## config.mk

```make
export PLATFORM = sky130hd
export DESIGN_NAME = io_multi_deq_ctrl_flat
export DESIGN_NICKNAME = d
export VERILOG_FILES = /design/src/rtl/io_queue_pkg.sv /design/src/rtl/io_multi_deq_ctrl_if.sv /design/src/rtl/oh_rot_left.sv /design/src/rtl/io_multi_deq_ctrl.sv /design/src/flat_wrapper.sv
export SDC_FILE = /design/constraint.sdc
export NUM_CORES = 1
export LEC_CHECK = 0
export CORE_MARGIN = 3
export CORE_UTILIZATION = 51
export DETAILED_ROUTE_END_ITERATION = 12
export PLACE_DENSITY = 0.81
export SYNTH_ARGS = -nofsm -noshare
export SYNTH_HDL_FRONTEND = slang
export SYNTH_SLANG_ARGS = --single-unit
```

## constraint.sdc

```tcl
create_clock -name clock -period 7.1 [get_ports clock]
set_input_delay 1.775 -clock clock [delete_from_list [all_inputs] [get_ports clock]]
set_output_delay 1.775 -clock clock [all_outputs]
set_load 0.01 [all_outputs]
```

## src/rtl/io_queue_pkg.sv

```systemverilog
// io_queue_pkg: shared sizing helpers and lane-count function for io_multi_deq_ctrl.
//   Default sizing localparams, counter/shift width helpers, and
//   prefix_count(), the length of the leading run of ones in a lane vector.
package io_queue_pkg;

  localparam int unsigned QueueSizeDefault = 8;
  localparam int unsigned EnqWidthDefault  = 2;
  localparam int unsigned DeqWidthDefault  = 2;

  // Widest lane vector prefix_count() accepts; narrower vectors are zero-extended.
  localparam int unsigned MaxLanes = 16;

  // Occupancy counter must represent 0..QUEUE_SIZE inclusive.
  function automatic int unsigned cnt_width(input int unsigned qs);
    return $clog2(qs) + 1;
  endfunction

  // Rotate amounts never reach QUEUE_SIZE (lanes <= QUEUE_SIZE/2).
  function automatic int unsigned shift_width(input int unsigned qs);
    return $clog2(qs);
  endfunction

  function automatic int unsigned prefix_count(input logic [MaxLanes-1:0] vec);
    int unsigned n;
    logic        run;
    n   = 0;
    run = 1'b1;
    for (int i = 0; i < MaxLanes; i++) begin
      run = run & vec[i];
      if (run) n++;
    end
    return n;
  endfunction

endpackage

```

## src/rtl/io_multi_deq_ctrl_if.sv

```systemverilog
// io_multi_deq_ctrl_if: handshake/status bundle of the multi-lane queue controller.
//   master: drives flush, enq_req, deq_fire; observes all status.
//   slave : the controller; drives enq_ready, enq_ptr_oh, enq_alloc_vec,
//           head_valid, head_oh, entry_valid, count, empty, full.
interface io_multi_deq_ctrl_if #(
  parameter int unsigned QUEUE_SIZE = io_queue_pkg::QueueSizeDefault,
  parameter int unsigned ENQ_WIDTH  = io_queue_pkg::EnqWidthDefault,
  parameter int unsigned DEQ_WIDTH  = io_queue_pkg::DeqWidthDefault
);

  logic                                             flush;
  logic [ENQ_WIDTH-1:0]                             enq_req;
  logic                                             enq_ready;
  logic [QUEUE_SIZE-1:0]                            enq_ptr_oh;
  logic [QUEUE_SIZE-1:0]                            enq_alloc_vec;
  logic [DEQ_WIDTH-1:0]                             head_valid;
  logic [DEQ_WIDTH*QUEUE_SIZE-1:0]                  head_oh;
  logic [DEQ_WIDTH-1:0]                             deq_fire;
  logic [QUEUE_SIZE-1:0]                            entry_valid;
  logic [io_queue_pkg::cnt_width(QUEUE_SIZE)-1:0]   count;
  logic                                             empty;
  logic                                             full;

  modport master (
    output flush, enq_req, deq_fire,
    input  enq_ready, enq_ptr_oh, enq_alloc_vec, head_valid, head_oh,
           entry_valid, count, empty, full
  );

  modport slave (
    input  flush, enq_req, deq_fire,
    output enq_ready, enq_ptr_oh, enq_alloc_vec, head_valid, head_oh,
           entry_valid, count, empty, full
  );

endinterface

```

## src/rtl/oh_rot_left.sv

```systemverilog
// oh_rot_left: rotate a one-hot (or any) vector left by a run-time amount.
//   oh_i    : vector to rotate
//   shift_i : rotate amount, must be < Width
//   oh_o    : oh_i rotated left by shift_i
module oh_rot_left #(
  parameter int unsigned Width  = 8,
  parameter int unsigned ShiftW = 3
) (
  input  logic [Width-1:0]  oh_i,
  input  logic [ShiftW-1:0] shift_i,
  output logic [Width-1:0]  oh_o
);

  logic [ShiftW:0] rshift;

  // A shift of 0 gives rshift == Width, which shifts the wrap term out entirely.
  assign rshift = (ShiftW + 1)'(Width) - {1'b0, shift_i};
  assign oh_o   = (oh_i << shift_i) | (oh_i >> rshift);

endmodule

```

## src/rtl/io_multi_deq_ctrl.sv

```systemverilog
// io_multi_deq_ctrl: slot allocator / occupancy tracker for a circular queue with
// ENQ_WIDTH enqueue lanes and DEQ_WIDTH oldest-first dequeue lanes.
//   clock, reset_n : single clock, asynchronous active-low reset
//   bus (slave)    : flush / enq_req / deq_fire in; ready, pointers, allocation
//                    vector, head lanes, occupancy, count, empty, full out.
// All outputs except enq_alloc_vec are functions of registered state only.
module io_multi_deq_ctrl
  import io_queue_pkg::*;
#(
  parameter int unsigned QUEUE_SIZE = QueueSizeDefault,
  parameter int unsigned ENQ_WIDTH  = EnqWidthDefault,
  parameter int unsigned DEQ_WIDTH  = DeqWidthDefault
) (
  input logic                clock,
  input logic                reset_n,
  io_multi_deq_ctrl_if.slave bus
);

  localparam int unsigned CntW = cnt_width(QUEUE_SIZE);
  localparam int unsigned ShW  = shift_width(QUEUE_SIZE);
  localparam logic [QUEUE_SIZE-1:0] SlotZero = QUEUE_SIZE'(1);

  logic [CntW-1:0]       count_q, count_d;
  logic [QUEUE_SIZE-1:0] enq_ptr_q, enq_ptr_d;
  logic [QUEUE_SIZE-1:0] deq_ptr_q, deq_ptr_d;
  logic [QUEUE_SIZE-1:0] valid_q, valid_d;

  logic                  enq_ready;
  logic [ShW-1:0]        nenq, ndeq;
  logic [QUEUE_SIZE-1:0] enq_ptr_rot, deq_ptr_rot;
  logic [QUEUE_SIZE-1:0] alloc_vec, clr_vec;
  logic [QUEUE_SIZE-1:0] enq_lane_oh [ENQ_WIDTH];
  logic [QUEUE_SIZE-1:0] head_lane_oh [DEQ_WIDTH];
  logic [DEQ_WIDTH-1:0]  head_valid;
  logic [DEQ_WIDTH-1:0]  deq_mask;
  logic [MaxLanes-1:0]   deq_vec;

  // Same-cycle dequeues are deliberately not credited, keeping ready off the
  // deq_fire path.
  assign enq_ready = (CntW'(QUEUE_SIZE) - count_q) >= CntW'(ENQ_WIDTH);
  assign nenq      = ShW'($countones(bus.enq_req & {ENQ_WIDTH{enq_ready}}));

  for (genvar j = 0; j < ENQ_WIDTH; j++) begin : g_enq_lane
    oh_rot_left #(.Width(QUEUE_SIZE), .ShiftW(ShW)) u_enq_lane_rot (
      .oh_i    (enq_ptr_q),
      .shift_i (ShW'(j)),
      .oh_o    (enq_lane_oh[j])
    );
  end

  for (genvar i = 0; i < DEQ_WIDTH; i++) begin : g_head_lane
    oh_rot_left #(.Width(QUEUE_SIZE), .ShiftW(ShW)) u_head_rot (
      .oh_i    (deq_ptr_q),
      .shift_i (ShW'(i)),
      .oh_o    (head_lane_oh[i])
    );
    assign head_valid[i]                          = count_q > CntW'(i);
    assign bus.head_oh[i*QUEUE_SIZE +: QUEUE_SIZE] = head_lane_oh[i];
  end

  oh_rot_left #(.Width(QUEUE_SIZE), .ShiftW(ShW)) u_enq_ptr_rot (
    .oh_i    (enq_ptr_q),
    .shift_i (nenq),
    .oh_o    (enq_ptr_rot)
  );

  oh_rot_left #(.Width(QUEUE_SIZE), .ShiftW(ShW)) u_deq_ptr_rot (
    .oh_i    (deq_ptr_q),
    .shift_i (ndeq),
    .oh_o    (deq_ptr_rot)
  );

  always_comb begin
    // head_valid is itself a prefix, so the AND leaves exactly the usable run.
    deq_vec                = '0;
    deq_vec[DEQ_WIDTH-1:0] = bus.deq_fire & head_valid;
    ndeq                   = ShW'(prefix_count(deq_vec));

    alloc_vec = '0;
    for (int j = 0; j < ENQ_WIDTH; j++) begin
      if (ShW'(j) < nenq) alloc_vec = alloc_vec | enq_lane_oh[j];
    end

    clr_vec  = '0;
    deq_mask = '0;
    for (int i = 0; i < DEQ_WIDTH; i++) begin
      deq_mask[i] = ShW'(i) < ndeq;
      if (deq_mask[i]) clr_vec = clr_vec | head_lane_oh[i];
    end
  end

  always_comb begin
    if (bus.flush) begin
      count_d   = '0;
      enq_ptr_d = SlotZero;
      deq_ptr_d = SlotZero;
      valid_d   = '0;
    end else begin
      count_d   = count_q + CntW'(nenq) - CntW'(ndeq);
      enq_ptr_d = enq_ptr_rot;
      deq_ptr_d = deq_ptr_rot;
      valid_d   = (valid_q & ~clr_vec) | alloc_vec;
    end
  end

  always_ff @(posedge clock or negedge reset_n) begin
    if (!reset_n) begin
      count_q   <= '0;
      enq_ptr_q <= SlotZero;
      deq_ptr_q <= SlotZero;
      valid_q   <= '0;
    end else begin
      count_q   <= count_d;
      enq_ptr_q <= enq_ptr_d;
      deq_ptr_q <= deq_ptr_d;
      valid_q   <= valid_d;
    end
  end

  assign bus.enq_ready     = enq_ready;
  assign bus.enq_ptr_oh    = enq_ptr_q;
  assign bus.enq_alloc_vec = alloc_vec;
  assign bus.head_valid    = head_valid;
  assign bus.entry_valid   = valid_q;
  assign bus.count         = count_q;
  assign bus.empty         = count_q == '0;
  assign bus.full          = count_q == CntW'(QUEUE_SIZE);

`ifndef SYNTHESIS
  always @(posedge clock) begin
    if (reset_n) begin
      // Lanes past the valid run are dropped; this is legal but worth a note.
      assert ((bus.deq_fire & ~deq_mask) == '0)
        else $warning("io_multi_deq_ctrl: deq_fire=%b beyond valid run ignored", bus.deq_fire);
      assert (CntW'($countones(valid_q)) == count_q)
        else $error("io_multi_deq_ctrl: occupancy %b disagrees with count %0d",
                    valid_q, count_q);
    end
  end
`endif

endmodule

```

## src/flat_wrapper.sv

```systemverilog
// flat-port wrapper written by rule: the top's interface ports become plain ports
module io_multi_deq_ctrl_flat import io_queue_pkg::*;
#(
  parameter int unsigned QUEUE_SIZE = QueueSizeDefault,
  parameter int unsigned ENQ_WIDTH  = EnqWidthDefault,
  parameter int unsigned DEQ_WIDTH  = DeqWidthDefault
)
  (clock, reset_n, bus_flush, bus_enq_req, bus_deq_fire, bus_enq_ready, bus_enq_ptr_oh, bus_enq_alloc_vec, bus_head_valid, bus_head_oh, bus_entry_valid, bus_count, bus_empty, bus_full);
  io_multi_deq_ctrl_if #(.QUEUE_SIZE(QUEUE_SIZE), .ENQ_WIDTH(ENQ_WIDTH), .DEQ_WIDTH(DEQ_WIDTH)) bus_i ();
  input logic clock;
  input logic reset_n;
  input wire logic [$bits(bus_i.flush)-1:0] bus_flush;
  input wire logic [$bits(bus_i.enq_req)-1:0] bus_enq_req;
  input wire logic [$bits(bus_i.deq_fire)-1:0] bus_deq_fire;
  output wire logic [$bits(bus_i.enq_ready)-1:0] bus_enq_ready;
  output wire logic [$bits(bus_i.enq_ptr_oh)-1:0] bus_enq_ptr_oh;
  output wire logic [$bits(bus_i.enq_alloc_vec)-1:0] bus_enq_alloc_vec;
  output wire logic [$bits(bus_i.head_valid)-1:0] bus_head_valid;
  output wire logic [$bits(bus_i.head_oh)-1:0] bus_head_oh;
  output wire logic [$bits(bus_i.entry_valid)-1:0] bus_entry_valid;
  output wire logic [$bits(bus_i.count)-1:0] bus_count;
  output wire logic [$bits(bus_i.empty)-1:0] bus_empty;
  output wire logic [$bits(bus_i.full)-1:0] bus_full;
  assign bus_i.flush = bus_flush;
  assign bus_i.enq_req = bus_enq_req;
  assign bus_i.deq_fire = bus_deq_fire;
  assign bus_enq_ready = bus_i.enq_ready;
  assign bus_enq_ptr_oh = bus_i.enq_ptr_oh;
  assign bus_enq_alloc_vec = bus_i.enq_alloc_vec;
  assign bus_head_valid = bus_i.head_valid;
  assign bus_head_oh = bus_i.head_oh;
  assign bus_entry_valid = bus_i.entry_valid;
  assign bus_count = bus_i.count;
  assign bus_empty = bus_i.empty;
  assign bus_full = bus_i.full;
  io_multi_deq_ctrl #(.QUEUE_SIZE(QUEUE_SIZE), .ENQ_WIDTH(ENQ_WIDTH), .DEQ_WIDTH(DEQ_WIDTH)) u_core (.clock(clock), .reset_n(reset_n), .bus(bus_i));
endmodule
```

==> run summary <==
YOSYS
---------------------------------------------------------------------------------
Ranking of synthesized cells by area ............................... sky130_fd_sc_hd__dfrtp_1 34%, sky130_fd_sc_hd__ha_1 7.2%, sky130_fd_sc_hd__a211oi_1 6.7%
Average cell area after synthesis ..................................     9.97 um2
Top cells by count, synth .......................................... 26 x sky130_fd_sc_hd__dfrtp_1, 17 x sky130_fd_sc_hd__a211oi_1, 15 x sky130_fd_sc_hd__inv_1, 15 x sky130_fd_sc_hd__nand2_1, 12 x sky130_fd_sc_hd__nor2_1
Share of the synthesized area in the top cell type .................        34.0%
Count of distinct cell types in the synthesized netlist ............           41
Sequential cell area fraction in the yosys report ..................        36.7%
Number of instances in the synthesized netlist .....................          192
Netlist area before placement ......................................     1910 um2
Synth warn .........................................................            0
Number of synthesized register bits ................................           28
Most used flip-flop cell after synthesis ........................... sky130_fd_sc_hd__dfrtp_1
Most common cell in the synthesized netlist ........................ sky130_fd_sc_hd__dfrtp_1
Number of enable flip-flop cells after synthesis ...................            0
Post-synthesis cell type with the largest combined area ............ sky130_fd_sc_hd__dfrtp_1
Async set-or-reset flop fraction in the synthesized netlist ........         100%
Number of nets produced by synthesis ...............................          212

DRT
---------------------------------------------------------------------------------
Via count of the routed design .....................................        1,663
Routed len/inst ....................................................      18.1 um
First-iteration detailed-routing DRC count .........................          130
Post-DRT Antenna Nets ..............................................            0
DRC violations left ................................................            0
Number of optimization iterations in the first detailed-route pass .            4
Detailed-route wire length .........................................      4980 um
Routed met2 length .................................................      2430 um
Met3 wirelength from detailed routing ..............................       302 um
Vias per std cell ..................................................         6.05
Top Metal Used .....................................................         met4
Routed length on met1 ..............................................      2190 um

CTS
---------------------------------------------------------------------------------
Number of buffers inserted by hold repair at cts ...................            0
H-tree depth .......................................................            1
# resized after CTS ................................................            0
TritonCTS Buffers ..................................................            3
CTS tree ...........................................................        built
Buffers inserted during post-CTS setup optimization ................            0
Skew-Pair Late Insertion Delay .....................................      0.28 ns
Register clock-pin slew on the reported worst setup and hold paths .      0.10 ns
Clk buf depth ......................................................            2
Clock tree sinks ...................................................           28
Root buffer selected by CTS ........................................ sky130_fd_sc_hd__clkbuf_8

LAYOUT
---------------------------------------------------------------------------------
Final Cell Area ....................................................     2450 um2
Area used by sequential logic in the layout ........................      703 um2
Final cell count without fillers ...................................          275
Number of nets in the finished design ..............................          250
Area Overhead vs Synth .............................................        28.2%
Number of antenna repair diodes ....................................            0
Utilization of the core after routing ..............................        70.8%
Proportion of layout cells with a drive suffix above 1 .............        6.55%
Multi-input gate area ..............................................     1010 um2
Count of filler cells inserted in the layout .......................          290

MIN PATH
---------------------------------------------------------------------------------
Worst hold path class ..............................................   reg -> reg
Cell count of the worst hold path ..................................            1

PWR
---------------------------------------------------------------------------------
Power per standard cell area .......................................   462 nW/um2
Net load switching power ...........................................     0.475 mW
Sequential cell fraction of total power ............................        26.2%
Logic pwr share ....................................................        62.6%
Maximum vdd ir drop ................................................       242 uV
Power consumption ..................................................      1.13 mW
Clock network power share ..........................................        11.3%
P_int ..............................................................     0.659 mW
Switching share of power ...........................................        41.9%
Standby leakage power ..............................................      1.00 nW

GLOBAL ROUTING
---------------------------------------------------------------------------------
Overflow left after global routing .................................            0
Maximum number of pins on one net before global-route repair .......           29
Vias in the first global route .....................................        1,664
First-pass GRT wire length .........................................      8200 um
Overall routing resource usage .....................................        23.9%
Number of antenna violations at the first check in global routing ..            0

SETUP PATH
---------------------------------------------------------------------------------
Worst R2R Path Depth ...............................................           13
Type of the setup path with the least slack ........................    in -> out
CP required ........................................................      5.33 ns
Highest net fanout along the worst path ............................           15
CP Data Arrival Time ...............................................      4.00 ns
Critical Path End Type .............................................   output pin
Startpoint Class ...................................................    input pin

PLACE
---------------------------------------------------------------------------------
Total placed cells including tap cells .............................          271
Area after detailed placement ......................................     2380 um2
Gpl congestion .....................................................        0.824
PortBufs ...........................................................           55
Worst-case setup slack after placement .............................      1.32 ns
DP Wirelength ......................................................      3510 um

FLOORPLANNING
---------------------------------------------------------------------------------
Cell row count .....................................................           21
Die H ..............................................................      67.3 um
Initial Util .......................................................        55.2%
Die width ..........................................................      67.3 um
IO Pins ............................................................           56
Core ar. ...........................................................     3470 um2
DIE AREA ...........................................................     4520 um2

STA
---------------------------------------------------------------------------------
Total setup violations reported at the end of the flow .............            0
Total Negative Setup Slacks ........................................         0 ns
Worst Skew .........................................................   0.00982 ns
Final Critical Period ..............................................      5.78 ns
Slew headroom ......................................................        51.4%
Share of the clock period used by the worst path ...................        81.4%
Highest achievable clock rate ......................................      173 MHz
RSZ-0062 raised after global routing ...............................        false
Max-slew violation total from the final report .....................            0
Endpoints failing hold .............................................            0
Worst Hold Margin ..................................................     0.537 ns
Slew at the pin closest to its max-slew limit ......................     0.727 ns
Post-route setup slack .............................................      1.32 ns

RUN STATUS
---------------------------------------------------------------------------------
Run status ......................................................... finished, final reports clean

RUN
---------------------------------------------------------------------------------
Reported max-cap violation count ...................................            0

[critical path: stages]
cell and delay (ns):
sky130_fd_sc_hd__clkdlybuf4s50_1 0.48, sky130_fd_sc_hd__and2_1 0.13, sky130_fd_sc_hd__ha_1 0.49, sky130_fd_sc_hd__inv_1 0.20, sky130_fd_sc_hd__o21ai_0 0.31, sky130_fd_sc_hd__clkdlybuf4s50_1 0.60
[area by class of cell]
class,instances,share of cell area [%]
multi-input cells,126,41.1
flip-flops and latches,28,28.6
repair buffers,56,22.7
well taps,46,2.34
inverters,15,2.29
clock buffers,3,1.68
clock inverters,1,1.22
[layout by cell type, fill, tap and decap left out]
cell,n
sky130_fd_sc_hd__xor2_1,1
sky130_fd_sc_hd__fa_1,2
sky130_fd_sc_hd__o221ai_1,1
sky130_fd_sc_hd__xnor2_1,1
sky130_fd_sc_hd__a211oi_1,17
sky130_fd_sc_hd__a21bo_1,1
sky130_fd_sc_hd__o31ai_1,1
sky130_fd_sc_hd__o211a_1,2
sky130_fd_sc_hd__a41oi_1,8
sky130_fd_sc_hd__inv_1,15
sky130_fd_sc_hd__o21ai_0,10
sky130_fd_sc_hd__clkdlybuf4s50_1,55
sky130_fd_sc_hd__buf_4,1
sky130_fd_sc_hd__and3_1,1
sky130_fd_sc_hd__mux2i_1,2
sky130_fd_sc_hd__a21boi_2,1
sky130_fd_sc_hd__a21oi_1,1
sky130_fd_sc_hd__o21ai_4,1
sky130_fd_sc_hd__dfstp_2,2
sky130_fd_sc_hd__clkbuf_8,3
sky130_fd_sc_hd__mux4_2,4
sky130_fd_sc_hd__ha_1,11
sky130_fd_sc_hd__nand2_1,15
sky130_fd_sc_hd__nand2b_1,2
sky130_fd_sc_hd__o22ai_1,1
sky130_fd_sc_hd__a21o_1,1
sky130_fd_sc_hd__bufinv_16,1
sky130_fd_sc_hd__or4_1,1
sky130_fd_sc_hd__dfrtp_1,26
sky130_fd_sc_hd__nor2_1,12
sky130_fd_sc_hd__nand4_1,1
sky130_fd_sc_hd__a32o_1,8
sky130_fd_sc_hd__nor2b_1,3
sky130_fd_sc_hd__a22o_1,4
sky130_fd_sc_hd__o22a_1,1
sky130_fd_sc_hd__a2111oi_2,1
sky130_fd_sc_hd__mux2_2,1
sky130_fd_sc_hd__and2_1,8
sky130_fd_sc_hd__nor3_1,2
[final timing paths]
kind	endpoint	slack, ns	from
worst max-delay path	bus_enq_alloc_vec[7]	1.32	bus_enq_req[1]
worst max register to register	u_core.bus.count[3]	3.25	u_core.bus.count[1]
worst min-delay path	u_core.bus.entry_valid[4]	0.54	u_core.bus.entry_valid[4]
max in group asynchronous	u_core.deq_ptr_q[0]	4.93	reset_n
min in group asynchronous	u_core.bus.enq_ptr_oh[2]	1.86	reset_n
worst min register to register	u_core.bus.entry_valid[4]	0.54	u_core.bus.entry_valid[4]
[kinds of logic after synthesis]
family | share of synthesized area [%]
AO/OA/AOI/OAI | 25.0
AND/OR/NAND/NOR | 11.1
buffers and inverters | 10.6
flip-flops | 36.7
adder cells (fa/ha/maj) | 9.28
multiplexers | 6.34
XOR/XNOR | 0.915
[registers in the layout, indices dropped and copies added, names as in the netlist]
signal                  flops
u_core.bus.enq_ptr_oh       8
u_core.bus.entry_valid      8
u_core.bus.count            4
u_core.deq_ptr_q            8
[metal layers]
metal / up-vias / track usage [%]
li1: 767 / -
met4: 0 / 7.34
met3: 8 / 2.83
met2: 78 / 39.1
met1: 810 / 33.2
met5: - / 0
[power by group through the flow]
stage	clock (mW)	combinational (mW)	sequential, mW
after detailed placement	0	0.709	0.297
after global routing	0.134	0.778	0.307
final	0.128	0.709	0.297
after floorplan	0	0.434	0.302
after global placement	0	0.687	0.292
after CTS	0.128	0.716	0.295
No activity file was read; power rests on OpenSTA's default activity.
